### config.mk
export PLATFORM = sky130hd
export DESIGN_NAME = gpio_input_conditioner
export DESIGN_NICKNAME = d
export VERILOG_FILES = /design/src/rtl/gpio_input_conditioner.sv
export SDC_FILE = /design/constraint.sdc
export NUM_CORES = 1
export LEC_CHECK = 0
export BUFFER_PORTS_ARGS = -buffer_cell sky130_fd_sc_hd__buf_2
export CORE_UTILIZATION = 28
export CTS_BUF_LIST = sky130_fd_sc_hd__clkbuf_4
export DETAILED_ROUTE_END_ITERATION = 7
export PLACE_DENSITY = 0.43
export SYNTH_ARGS = -nofsm -noshare
export SYNTH_HDL_FRONTEND = slang
export SYNTH_SLANG_ARGS = --single-unit
### constraint.sdc
create_clock -name clk -period 2.2 [get_ports clk]
set_input_delay 0.55 -clock clk [delete_from_list [all_inputs] [get_ports clk]]
set_output_delay 0.55 -clock clk [all_outputs]
set_load 0.01 [all_outputs]
### src/rtl/gpio_input_conditioner.sv
// Debounces N asynchronous board inputs: 2-flop synchronizer, optional inversion, shared
// sample-tick prescaler and per-bit stability counters, with registered edge pulses.
module gpio_input_conditioner #(
    parameter int unsigned N            = 21,
    parameter int unsigned TICK_CYCLES  = 50000,
    parameter int unsigned STABLE_TICKS = 10,
    parameter logic [N-1:0] INVERT      = '0
) (
    input  logic         clk,
    input  logic         reset,
    input  logic [N-1:0] raw_in,
    output logic [N-1:0] level,
    output logic [N-1:0] rise,
    output logic [N-1:0] fall,
    output logic         any_edge
);

    localparam int unsigned PreW = (TICK_CYCLES > 1) ? $clog2(TICK_CYCLES) : 1;
    localparam int unsigned CntW = $clog2(STABLE_TICKS + 1);

    logic [N-1:0]    sync1_q, sync2_q;
    logic [N-1:0]    samp;
    logic [PreW-1:0] presc_q, presc_d;
    logic            tick;
    logic [CntW-1:0] cnt_q [N];
    logic [CntW-1:0] cnt_d [N];
    logic [N-1:0]    level_q, level_d;
    logic [N-1:0]    rise_q, rise_d;
    logic [N-1:0]    fall_q, fall_d;
    logic            any_edge_q, any_edge_d;

    assign samp    = sync2_q ^ INVERT;
    assign tick    = (presc_q == PreW'(TICK_CYCLES - 1));
    assign presc_d = tick ? '0 : presc_q + 1'b1;

    always_comb begin
        level_d = level_q;
        rise_d  = '0;
        fall_d  = '0;
        cnt_d   = cnt_q;
        for (int i = 0; i < int'(N); i++) begin
            // Any agreeing sample throws away accumulated progress.
            if (samp[i] == level_q[i]) begin
                cnt_d[i] = '0;
            end else if (tick) begin
                if (cnt_q[i] == CntW'(STABLE_TICKS - 1)) begin
                    level_d[i] = samp[i];
                    cnt_d[i]   = '0;
                    rise_d[i]  = samp[i];
                    fall_d[i]  = ~samp[i];
                end else begin
                    cnt_d[i] = cnt_q[i] + 1'b1;
                end
            end
        end
        any_edge_d = |(rise_d | fall_d);
    end

    always_ff @(posedge clk) begin
        if (reset) begin
            sync1_q    <= INVERT;
            sync2_q    <= INVERT;
            presc_q    <= '0;
            level_q    <= '0;
            rise_q     <= '0;
            fall_q     <= '0;
            any_edge_q <= 1'b0;
            for (int i = 0; i < int'(N); i++) begin
                cnt_q[i] <= '0;
            end
        end else begin
            sync1_q    <= raw_in;
            sync2_q    <= sync1_q;
            presc_q    <= presc_d;
            level_q    <= level_d;
            rise_q     <= rise_d;
            fall_q     <= fall_d;
            any_edge_q <= any_edge_d;
            for (int i = 0; i < int'(N); i++) begin
                cnt_q[i] <= cnt_d[i];
            end
        end
    end

    assign level    = level_q;
    assign rise     = rise_q;
    assign fall     = fall_q;
    assign any_edge = any_edge_q;

endmodule

# == After elaboration in Yosys (flattened, before gate mapping) ==
# Cells that the tools add are included.
# word_totals
register_bits,206
in_bits,23
# classes
addsub,22
n_eq_ne,43
muxes,147
n_bitwise,43
n_reduce_logical,44
# op_table
op,n
$mux 1,126
$add 4x1->4 const B,21
$eq 4x4->1 const B,21
$mux 4,21
$reduce_and 3->1,21
$reduce_or 2->1,22
$not 1->1,42
$eq 1x1->1,21
$or 21x21->21,1
$reduce_or 21->1,1
$add 16x1->16 const B,1
$eq 16x16->1 const B,1

# == Depth between registers and ports, before layout ==
# Gate-level depths: netlist of the first run.
# logic_depth
ltp_word,6
ltp_mapped,8
depth_no_buf,6

# == Worst setup path after synthesis of the first run ==
# Ideal clock, no wire load.
# synth_timing
kind,reg-to-reg
startpoint,reg presc_q[4]
endpoint,reg cnt_q[55] in the netlist's numbering
setup_ns,0.117
t_arrival_ns,1.972
required_ns,2.083
setup_slack_ns,0.111
stages_incl_launch_ff,8
n_path_buf,2
period_less_slack_ns,2.089
path_cell_list,dfxtp_1 > or4b_4 > nor4_4 > buf_2 > buf_2 > o211ai_1 > a22oi_1 > nor2_1
# synth_via
elab_chain_cells,1
# synth_lines
item,line,source
start: declaration,23,"logic [PreW-1:0] presc_q, presc_d;"
start signal: assignment,74,presc_q <= presc_d;
$eq 16x16->1,33,assign tick = (presc_q == PreW'(TICK_CYCLES - 1));
end signal: indexed assignment,80,cnt_q[i] <= cnt_d[i];
end: declaration,25,logic [CntW-1:0] cnt_q [N];
# No other way between the ends.
# A chain may end at the register's enable or synchronous reset.

# == Final worst setup path of the first run ==
# layout_timing
startpoint,reg presc_q[4]
endpoint,reg cnt_q[30] in the netlist's numbering
# Same word-level chain as after synthesis.

==> results of run 1 <==
==> layout by cell type, fill, tap and decap left out, types with 13 or more instances in the layout <==
cell type / instances
sky130_fd_sc_hd__buf_2: 86
sky130_fd_sc_hd__or3_1: 20
sky130_fd_sc_hd__a21oi_1: 40
sky130_fd_sc_hd__mux2i_1: 13
sky130_fd_sc_hd__buf_4: 47
sky130_fd_sc_hd__dfxtp_1: 205
sky130_fd_sc_hd__clkbuf_4: 89
sky130_fd_sc_hd__inv_1: 18
sky130_fd_sc_hd__nand2_1: 69
sky130_fd_sc_hd__nor2b_1: 74
sky130_fd_sc_hd__xor2_1: 41
sky130_fd_sc_hd__nor4_1: 13
sky130_fd_sc_hd__nand3_1: 39
sky130_fd_sc_hd__clkinv_1: 13
sky130_fd_sc_hd__xnor2_1: 36
sky130_fd_sc_hd__o21ai_0: 33
sky130_fd_sc_hd__nand2b_1: 21
sky130_fd_sc_hd__nor2_1: 96
==> worst max-delay path by stage <==
stage	slack, ps	endpoint	from
2_1_floorplan	110	cnt_q[55]$_SDFFE_PP0N_	presc_q[4]$_SDFF_PP0_
3_3_place_gp	-90	fall[9]$_SDFF_PP0_	presc_q[4]$_SDFF_PP0_
3_5_place_dp	-110	cnt_q[27]$_SDFFE_PP0N_	presc_q[4]$_SDFF_PP0_
4_1_cts	-20	cnt_q[17]$_SDFFE_PP0N_	presc_q[4]$_SDFF_PP0_
5_1_grt	-120	cnt_q[30]$_SDFFE_PP0N_	presc_q[4]$_SDFF_PP0_
6_report	-10	cnt_q[30]$_SDFFE_PP0N_	presc_q[4]$_SDFF_PP0_
==> layer usage <==
layer	wire [µm]	track usage
met3	862	0.0341
met2	8220	0.200
met5	0	0
met1	8740	0.158
met4	460	0.0519
==> stage by stage <==
| step | cell area (µm²) | power (µW) | instances | TNS (ps) | hold WS (ps) |
|---|---|---|---|---|---|
| after floorplan | 8100 | 3960 | 885 | 0 | 414 |
| after global routing | 10300 | 7740 | 1480 | -2250 | 26.3 |
| after global placement | 9300 | 4030 | 1362 | -2180 | 418 |
| final | 10300 | 7310 | 1480 | -14.7 | 115 |
| after CTS | 10100 | 7520 | 1472 | -36.7 | 20.7 |
| after detailed placement | 9300 | 4020 | 1362 | -2160 | 420 |
==> power breakdown <==
part | internal (µW) | total (µW) | switching (µW)
sequential | 3770 | 3800 | 24.8
clock | 1830 | 3370 | 1550
combinational | 64.8 | 142 | 77.3
total | 5660 | 7310 | 1650
==> flip-flops by register name (all words and copies together) (netlist names) <==
name,flops
cnt_q,84
fall,21
level,21
rise,21
samp,21
sync1_q,21
presc_q,16
any_edge,1
==> worst max-delay path: cells and delay by family (launching register included) <==
| kind | cells | cell delay, ps |
|---|---|---|
| simple gates | 4 | 900 |
| buf+inv | 4 | 700 |
| flops | 1 | 320 |
| xor+xnor | 1 | 150 |
==> cells by family (layout without fill, tap and decap cells) <==
kind of cell,count (synthesis),in the layout,synth area share
fa+ha+maj,1,1,0.00155
xor+xnor,77,77,0.0833
buf+inv,54,270,0.0283
simple gates,426,426,0.286
flops,206,206,0.509
mux,13,13,0.0161
other cells,0,1,0
compound gates,108,108,0.0753
==> timing repair <==
item / 4_1_cts / 5_1_grt
setup buffers: 4 / 6
resized for setup: 3 / 43
endpoints found under the setup margin: 69 / 57
hold endpoints to repair: 0 / 0
hold buffers: 0 / 0
cloned: 2 / 1
pin swaps: 3 / 12
==> area by class of cell <==
cell class,count,area [µm²]
sequential,206,4130
inverter,18,67.6
clock inverter,15,57.6
fill,2994,17700
timing repair buffer,148,1060
clock buffer,89,668
multi-input combinational,625,3890
antenna,1,2.50
tap,378,473
==> metrics.log, run 1 <==
[metrics] type of the worst setup path: register to register
[metrics] Die X-Extent: approximately 170 µm
[metrics] mean post-synth cell area: roughly 9.1 µm²
[metrics] CTS tree: done
[metrics] core region area: 0.0281 mm²
[metrics] clock period minus worst slack: 2210 ps
[metrics] average wire length per cell after detail routing: approximately 12 µm
[metrics] cell types with the largest area share after synthesis: sky130_fd_sc_hd__dfxtp_1 (51%), sky130_fd_sc_hd__nor2b_1 (5.7%), sky130_fd_sc_hd__nor2_1 (4.5%)
[metrics] area leader, netlist: sky130_fd_sc_hd__dfxtp_1
[metrics] slack of the critical path: -14.7 ps
[metrics] dpl ws: -106 ps
[metrics] Yosys Warn Count: 0
[metrics] wire length after detailed routing: 18300 µm
[metrics] sequential share of the synthesized area: 0.509
[metrics] via count of the first global-routing pass: roughly 6300
[metrics] outcome: complete, but fails checks
[metrics] logic depth of the worst register-to-register path: 9
[metrics] number of remaining DRC errors: 0
[metrics] Mapped Cells: about 900
[metrics] initial antenna violation count: 1
[metrics] Antenna Nets Post-Route: 0
[metrics] slew of the pin with the lowest slew margin: roughly 600 ps
[metrics] cell at the root of the clock tree: sky130_fd_sc_hd__clkbuf_4
[metrics] headroom to the max-slew limit: 0.603
[metrics] number of instances on the worst hold path: 2
[metrics] unrepaired setup endpoints after global routing: yes
[metrics] post-synthesis net count: ~900
[metrics] top-count cell post-synth: sky130_fd_sc_hd__dfxtp_1
[metrics] area of the die: 0.0296 mm²
[metrics] max capacitance violation total: 0
[metrics] power density relative to cell area: between 700 and 800 mW/mm²
[metrics] y dimension of the die: approximately 170 µm
[metrics] number of enable-type register cells in the synthesized netlist: 0
[metrics] launch instance of the worst register-to-register path: presc_q[4]$_SDFF_PP0_
[metrics] dpl hpwl: between 10000 and 15000 µm
[metrics] number of flip-flops and latches in the synthesized netlist: about 200
[metrics] Hold Path End: sync1_q[12]$_SDFF_PP0_
[metrics] endpoint type of the worst setup path: register
[metrics] startpoint kind of the worst setup timing path: register
[metrics] cell occurring most often along the worst timing path: sky130_fd_sc_hd__buf_6
[metrics] clock slew at reported path FFs: about 70 ps
[metrics] iteration-0 DRC count of the detailed router: roughly 270
[metrics] cell types with the highest counts after synthesis: sky130_fd_sc_hd__dfxtp_1 (206), sky130_fd_sc_hd__nor2_1 (96), sky130_fd_sc_hd__nor2b_1 (74)
[metrics] Tot GR Track Use: 0.125
[metrics] ratio of cells with drive above 1 in the final layout: 0.259
[metrics] clock latency on the worst-skew pair: roughly 650 ps
[metrics] number of H-tree branching levels: 2
[metrics] Final Max Tran Viols: 0
[metrics] peak supply drop: roughly 0.00035 V
[metrics] synthesized cell area: just over 0.008 mm²
[metrics] required time of the critical path: roughly 2700 ps
[metrics] Inserted Clock Buffers: 58
[metrics] deepest clock path buffer count: 3
[metrics] capturing point of the worst reg2reg path: cnt_q[30]$_SDFFE_PP0N_
[metrics] distinct cell type count after synthesis: 45
[metrics] sequence of cells on the critical path: or4b_4 -> buf_6 -> nor4_4 -> buf_6 -> bufbuf_16 -> buf_4 -> nand3_1 -> xor2_1 -> nor2_1
[metrics] final count of hold timing violations: 0
[metrics] largest net degree at the start of global routing: 42
[metrics] arrival time at the worst endpoint: 2730 ps
[metrics] most instantiated flip-flop cell in the synthesis netlist: sky130_fd_sc_hd__dfxtp_1
[metrics] maximum fanout along the worst path: 5
[metrics] FFs w/ async S/R, synth: 0
[metrics] first-pass GRT wire length: ~30000 µm
[metrics] number of clock sinks seen by CTS: around 210
[metrics] Overflow after GRT: 0
[metrics] Area Overhead vs Synth: 27.7%
[metrics] post-route clock skew: approximately 21 ps
[metrics] Lkg Pwr: between 0.003 and 0.004 µW
[metrics] GP Congestion: about 0.73
[metrics] post-layout util: 0.368
[metrics] number of standard-cell rows in the floorplan: between 60 and 70
[metrics] router iterations before antenna repair: 4
[metrics] setup violation total in the final timing report: 1
[metrics] Initial Utilization: 0.288
[metrics] Hold/Removal Path Class: input pin to register
[metrics] vias per cell: approximately 4.4
[metrics] post-layout net count: between 1000 and 1500
[metrics] Slowest-stage cell, CP: sky130_fd_sc_hd__or4b_4
[metrics] critical hold path startpoint: raw_in[12]
[metrics] failing checks: setup timing
[metrics] Synth top area share: 0.509
[metrics] via count of the routed design: approximately 6500
[metrics] share of the clock period used by the worst path after layout: 1.01
[metrics] Port Buffers: 86
[metrics] R2R Setup Slk: -10 ps
[metrics] Max Freq: between 400 and 500 MHz
[metrics] Ports: 87
[metrics] peak per-stage delay on the critical path: roughly 530 ps
No activity file was read; power rests on OpenSTA's default activity.
==> inputs of run 2 (changes only) <==
- BUFFER_PORTS_ARGS: -buffer_cell sky130_fd_sc_hd__buf_2 -> default
- DONT_BUFFER_PORTS: default -> 1
- PLACE_DENSITY: 0.43 -> 0.4
==> metrics.log, run 2 (synthesized netlist as in run 1, its figures left out) <==
[metrics] clock slew at reported path FFs: 70 ps (about the same)
[metrics] Die X-Extent: 172 µm (unchanged)
[metrics] peak supply drop: 0.000332 V (was 0.000345 V)
[metrics] number of clock sinks seen by CTS: 206 (unchanged)
[metrics] fraction of power spent switching nets: 0.224 (was 0.226)
[metrics] number of buffers and inverters on the critical path: 4 (unchanged)
[metrics] top cell family by delay on the critical path: simple AND/OR/NAND/NOR gates (unchanged)
[metrics] number of remaining DRC errors: 0 (unchanged)
[metrics] total internal power: 5750 µW (was 5660 µW)
[metrics] unrepaired setup endpoints after global routing: yes (unchanged)
[metrics] GP Congestion: 0.754 (was 0.732)
[metrics] Port Buffers: 0 (was 86)
[metrics] max FFs per register: 84 (unchanged)
[metrics] setup violation total in the final timing report: 0 (was 1)
[metrics] cell at the root of the clock tree: sky130_fd_sc_hd__clkbuf_4 (unchanged)
[metrics] register containing the most flip-flops in the final layout: cnt_q (unchanged)
[metrics] most common cell after layout, fill and taps aside: sky130_fd_sc_hd__dfxtp_1 (unchanged)
[metrics] share of the clock period used by the worst path after layout: 0.990 (was 1.01)
[metrics] largest net degree at the start of global routing: 92 (was 42)
[metrics] Area Overhead vs Synth: 30.4% (was 27.7%)
[metrics] Inst Count DP: 1288 (was 1362)
[metrics] clock latency on the worst-skew pair: 670 ps (was 650 ps)
[metrics] clock period minus worst slack: 2180 ps (was 2210 ps)
[metrics] Inserted Clock Buffers: 59 (was 58)
[metrics] Slowest-stage cell, CP: sky130_fd_sc_hd__or4b_4 (unchanged)
[metrics] arrival time at the worst endpoint: 2760 ps (was 2730 ps)
[metrics] first-pass GRT wire length: 30600 µm (was 30000 µm)
[metrics] number of standard cells in the layout, taps in and fillers out: 1457 (was 1480)
[metrics] vias per cell: 4.45 (was 4.40)
[metrics] final total power: 7420 µW (was 7310 µW)
[metrics] Overflow after GRT: 0 (unchanged)
[metrics] max capacitance violation total: 0 (unchanged)
[metrics] router iterations before antenna repair: 4 (unchanged)
[metrics] endpoint type of the worst setup path: register (unchanged)
[metrics] post-detailed-placement cell area: 0.00892 mm² (was 0.00930 mm²)
[metrics] headroom to the max-slew limit: 0.587 (was 0.603)
[metrics] Net Sw Power: 1660 µW (was 1650 µW)
[metrics] slew of the pin with the lowest slew margin: 612 ps (was 591 ps)
[metrics] post-layout util: 0.376 (was 0.368)
[metrics] Tot GR Track Use: 0.129 (was 0.125)
[metrics] wire length after detailed routing: 19500 µm (was 18300 µm)
[metrics] post-layout net count: 1061 (was 1081)
[metrics] area of the die: 0.0296 mm² (unchanged)
[metrics] Lkg Pwr: 0.00388 µW (was 0.00395 µW)
[metrics] cell occurring most often along the worst timing path: sky130_fd_sc_hd__buf_6 (unchanged)
[metrics] number of H-tree branching levels: 2 (unchanged)
[metrics] Max Freq: 459 MHz (was 452 MHz)
[metrics] peak per-stage delay on the critical path: 530 ps (about the same)
[metrics] type of the worst setup path: register to register (unchanged)
[metrics] commonest cells after routing, fill and taps aside: sky130_fd_sc_hd__dfxtp_1 (204), sky130_fd_sc_hd__nor2_1 (94), sky130_fd_sc_hd__clkbuf_4 (93) (was sky130_fd_sc_hd__dfxtp_1 (205), sky130_fd_sc_hd__nor2_1 (96), sky130_fd_sc_hd__clkbuf_4 (89))
[metrics] summed area of non-filler cells in the final layout: 0.0106 mm² (was 0.0103 mm²)
[metrics] Ports: 87 (unchanged)
[metrics] deepest clock path buffer count: 3 (unchanged)
[metrics] average wire length per cell after detail routing: 13.4 µm (was 12.4 µm)
[metrics] fraction of power consumed by combinational cells: 0.022 (was 0.019)
[metrics] y dimension of the die: 172 µm (unchanged)
[metrics] via count of the routed design: 6488 (was 6519)
[metrics] CTS tree: done (unchanged)
[metrics] ratio of cells with drive above 1 in the final layout: 0.211 (was 0.259)
[metrics] Antenna Nets Post-Route: 0 (unchanged)
[metrics] Hold/Removal Path Class: input pin to register (unchanged)
[metrics] part of the total power dissipated in the clock network: 0.467 (was 0.461)
[metrics] startpoint kind of the worst setup timing path: register (unchanged)
[metrics] via count of the first global-routing pass: 6282 (was 6250)
[metrics] post-route clock skew: 29.0 ps (was 20.5 ps)
[metrics] Initial Utilization: 0.288 (unchanged)
[metrics] power density relative to cell area: 702 mW/mm² (was 707 mW/mm²)
[metrics] dpl hpwl: 11700 µm (was 12000 µm)
[metrics] maximum fanout along the worst path: 5 (unchanged)
[metrics] required time of the critical path: 2790 ps (was 2720 ps)
[metrics] sequence of cells on the critical path: or4b_4 -> buf_6 -> nor4_4 -> buf_4 -> buf_6 -> buf_12 -> nand2_1 -> or3_1 -> a21oi_1 (was or4b_4 -> buf_6 -> nor4_4 -> buf_6 -> bufbuf_16 -> buf_4 -> nand3_1 -> xor2_1 -> nor2_1)
[metrics] initial antenna violation count: 1 (unchanged)
[metrics] final count of hold timing violations: 0 (unchanged)
[metrics] iteration-0 DRC count of the detailed router: 212 (was 274)
[metrics] core region area: 0.0281 mm² (unchanged)
[metrics] sequential share of power: 0.512 (was 0.519)
[metrics] number of standard-cell rows in the floorplan: 61 (unchanged)
[metrics] Final Max Tran Viols: 0 (unchanged)
[metrics] outcome: complete, no violations (was complete, but fails checks)
run 2: cell types whose count changed in the layout (fill, tap and decap cells not counted), sizes merged:
| cell | previous run | this run |
|---|---|---|
| clkbuf | 89 | 95 |
| clkinv | 14 | 8 |
| dlygate4sd3 | 0 | 43 |
| bufbuf | 2 | 0 |
| buf | 146 | 82 |
run 2: timing repair:
action                                 CTS  global route
gates resized for setup                 21            38
setup buffers                           10             8
setup endpoints to repair               91            93
hold buffers                            43             1
cloned                                   2             2
endpoints found under the hold margin   66            23
pin swaps                                7            20
run 2: final cells by class:
cell class | count | area (µm²)
antenna | 1 | 2.50
inverter | 18 | 67.6
clock buffer | 93 | 698
multi-input combinational | 625 | 3900
timing repair buffer | 127 | 1260
tap | 378 | 473
clock inverter | 9 | 33.8
fill | 2973 | 17500
sequential | 206 | 4130
run 2: metrics by stage:
step,setup TNS (ps),hold slack [ps],setup slack [ps]
finish,0,148,22.4
global route,-297,76.7,-44.6
CTS,-257,-123,-50.1
detailed placement,-4170,420,-156
global placement,-2470,415,-121
floorplan,0,414,111
run 2: final timing paths:
kind                                            start                endpoint  slack [ps]  cells after the start
worst max register to register  presc_q[7]$_SDFF_PP0_   cnt_q[9]$_SDFFE_PP0N_          20                      9
worst max-delay path            presc_q[7]$_SDFF_PP0_   cnt_q[9]$_SDFFE_PP0N_          20                      9
worst min register to register     samp[4]$_SDFF_PP0_      fall[4]$_SDFF_PP0_         460                      1
worst min-delay path                            reset  cnt_q[13]$_SDFFE_PP0N_         150                      2
run 2: power by group through the flow:
stage	Sequential [µW]	Combinational (µW)	Clock, µW
after floorplan	3870	91.5	0
after CTS	3790	147	3650
after global routing	3800	180	3850
final	3800	161	3460
after detailed placement	3880	96.4	0
after global placement	3880	97.8	0
run 2: routing by layer:
layer  vias to the layer above  global-route usage  wire length [µm]
li1                       3342                   -                 -
met1                      2974               0.155              8850
met2                       124               0.209              8960
met3                        48              0.0433              1200
met4                         0              0.0546               514
met5                         -                   0                 0
run 2: worst register-to-register path, cell delays in order, from the launching register on:
cell and delay [ps]:
sky130_fd_sc_hd__dfxtp_2 320, sky130_fd_sc_hd__or4b_4 530, sky130_fd_sc_hd__buf_6 140, sky130_fd_sc_hd__nor4_4 140, sky130_fd_sc_hd__buf_4 160, sky130_fd_sc_hd__buf_6 120
sky130_fd_sc_hd__buf_12 130, sky130_fd_sc_hd__nand2_1 60, sky130_fd_sc_hd__or3_1 360, sky130_fd_sc_hd__a21oi_1 140
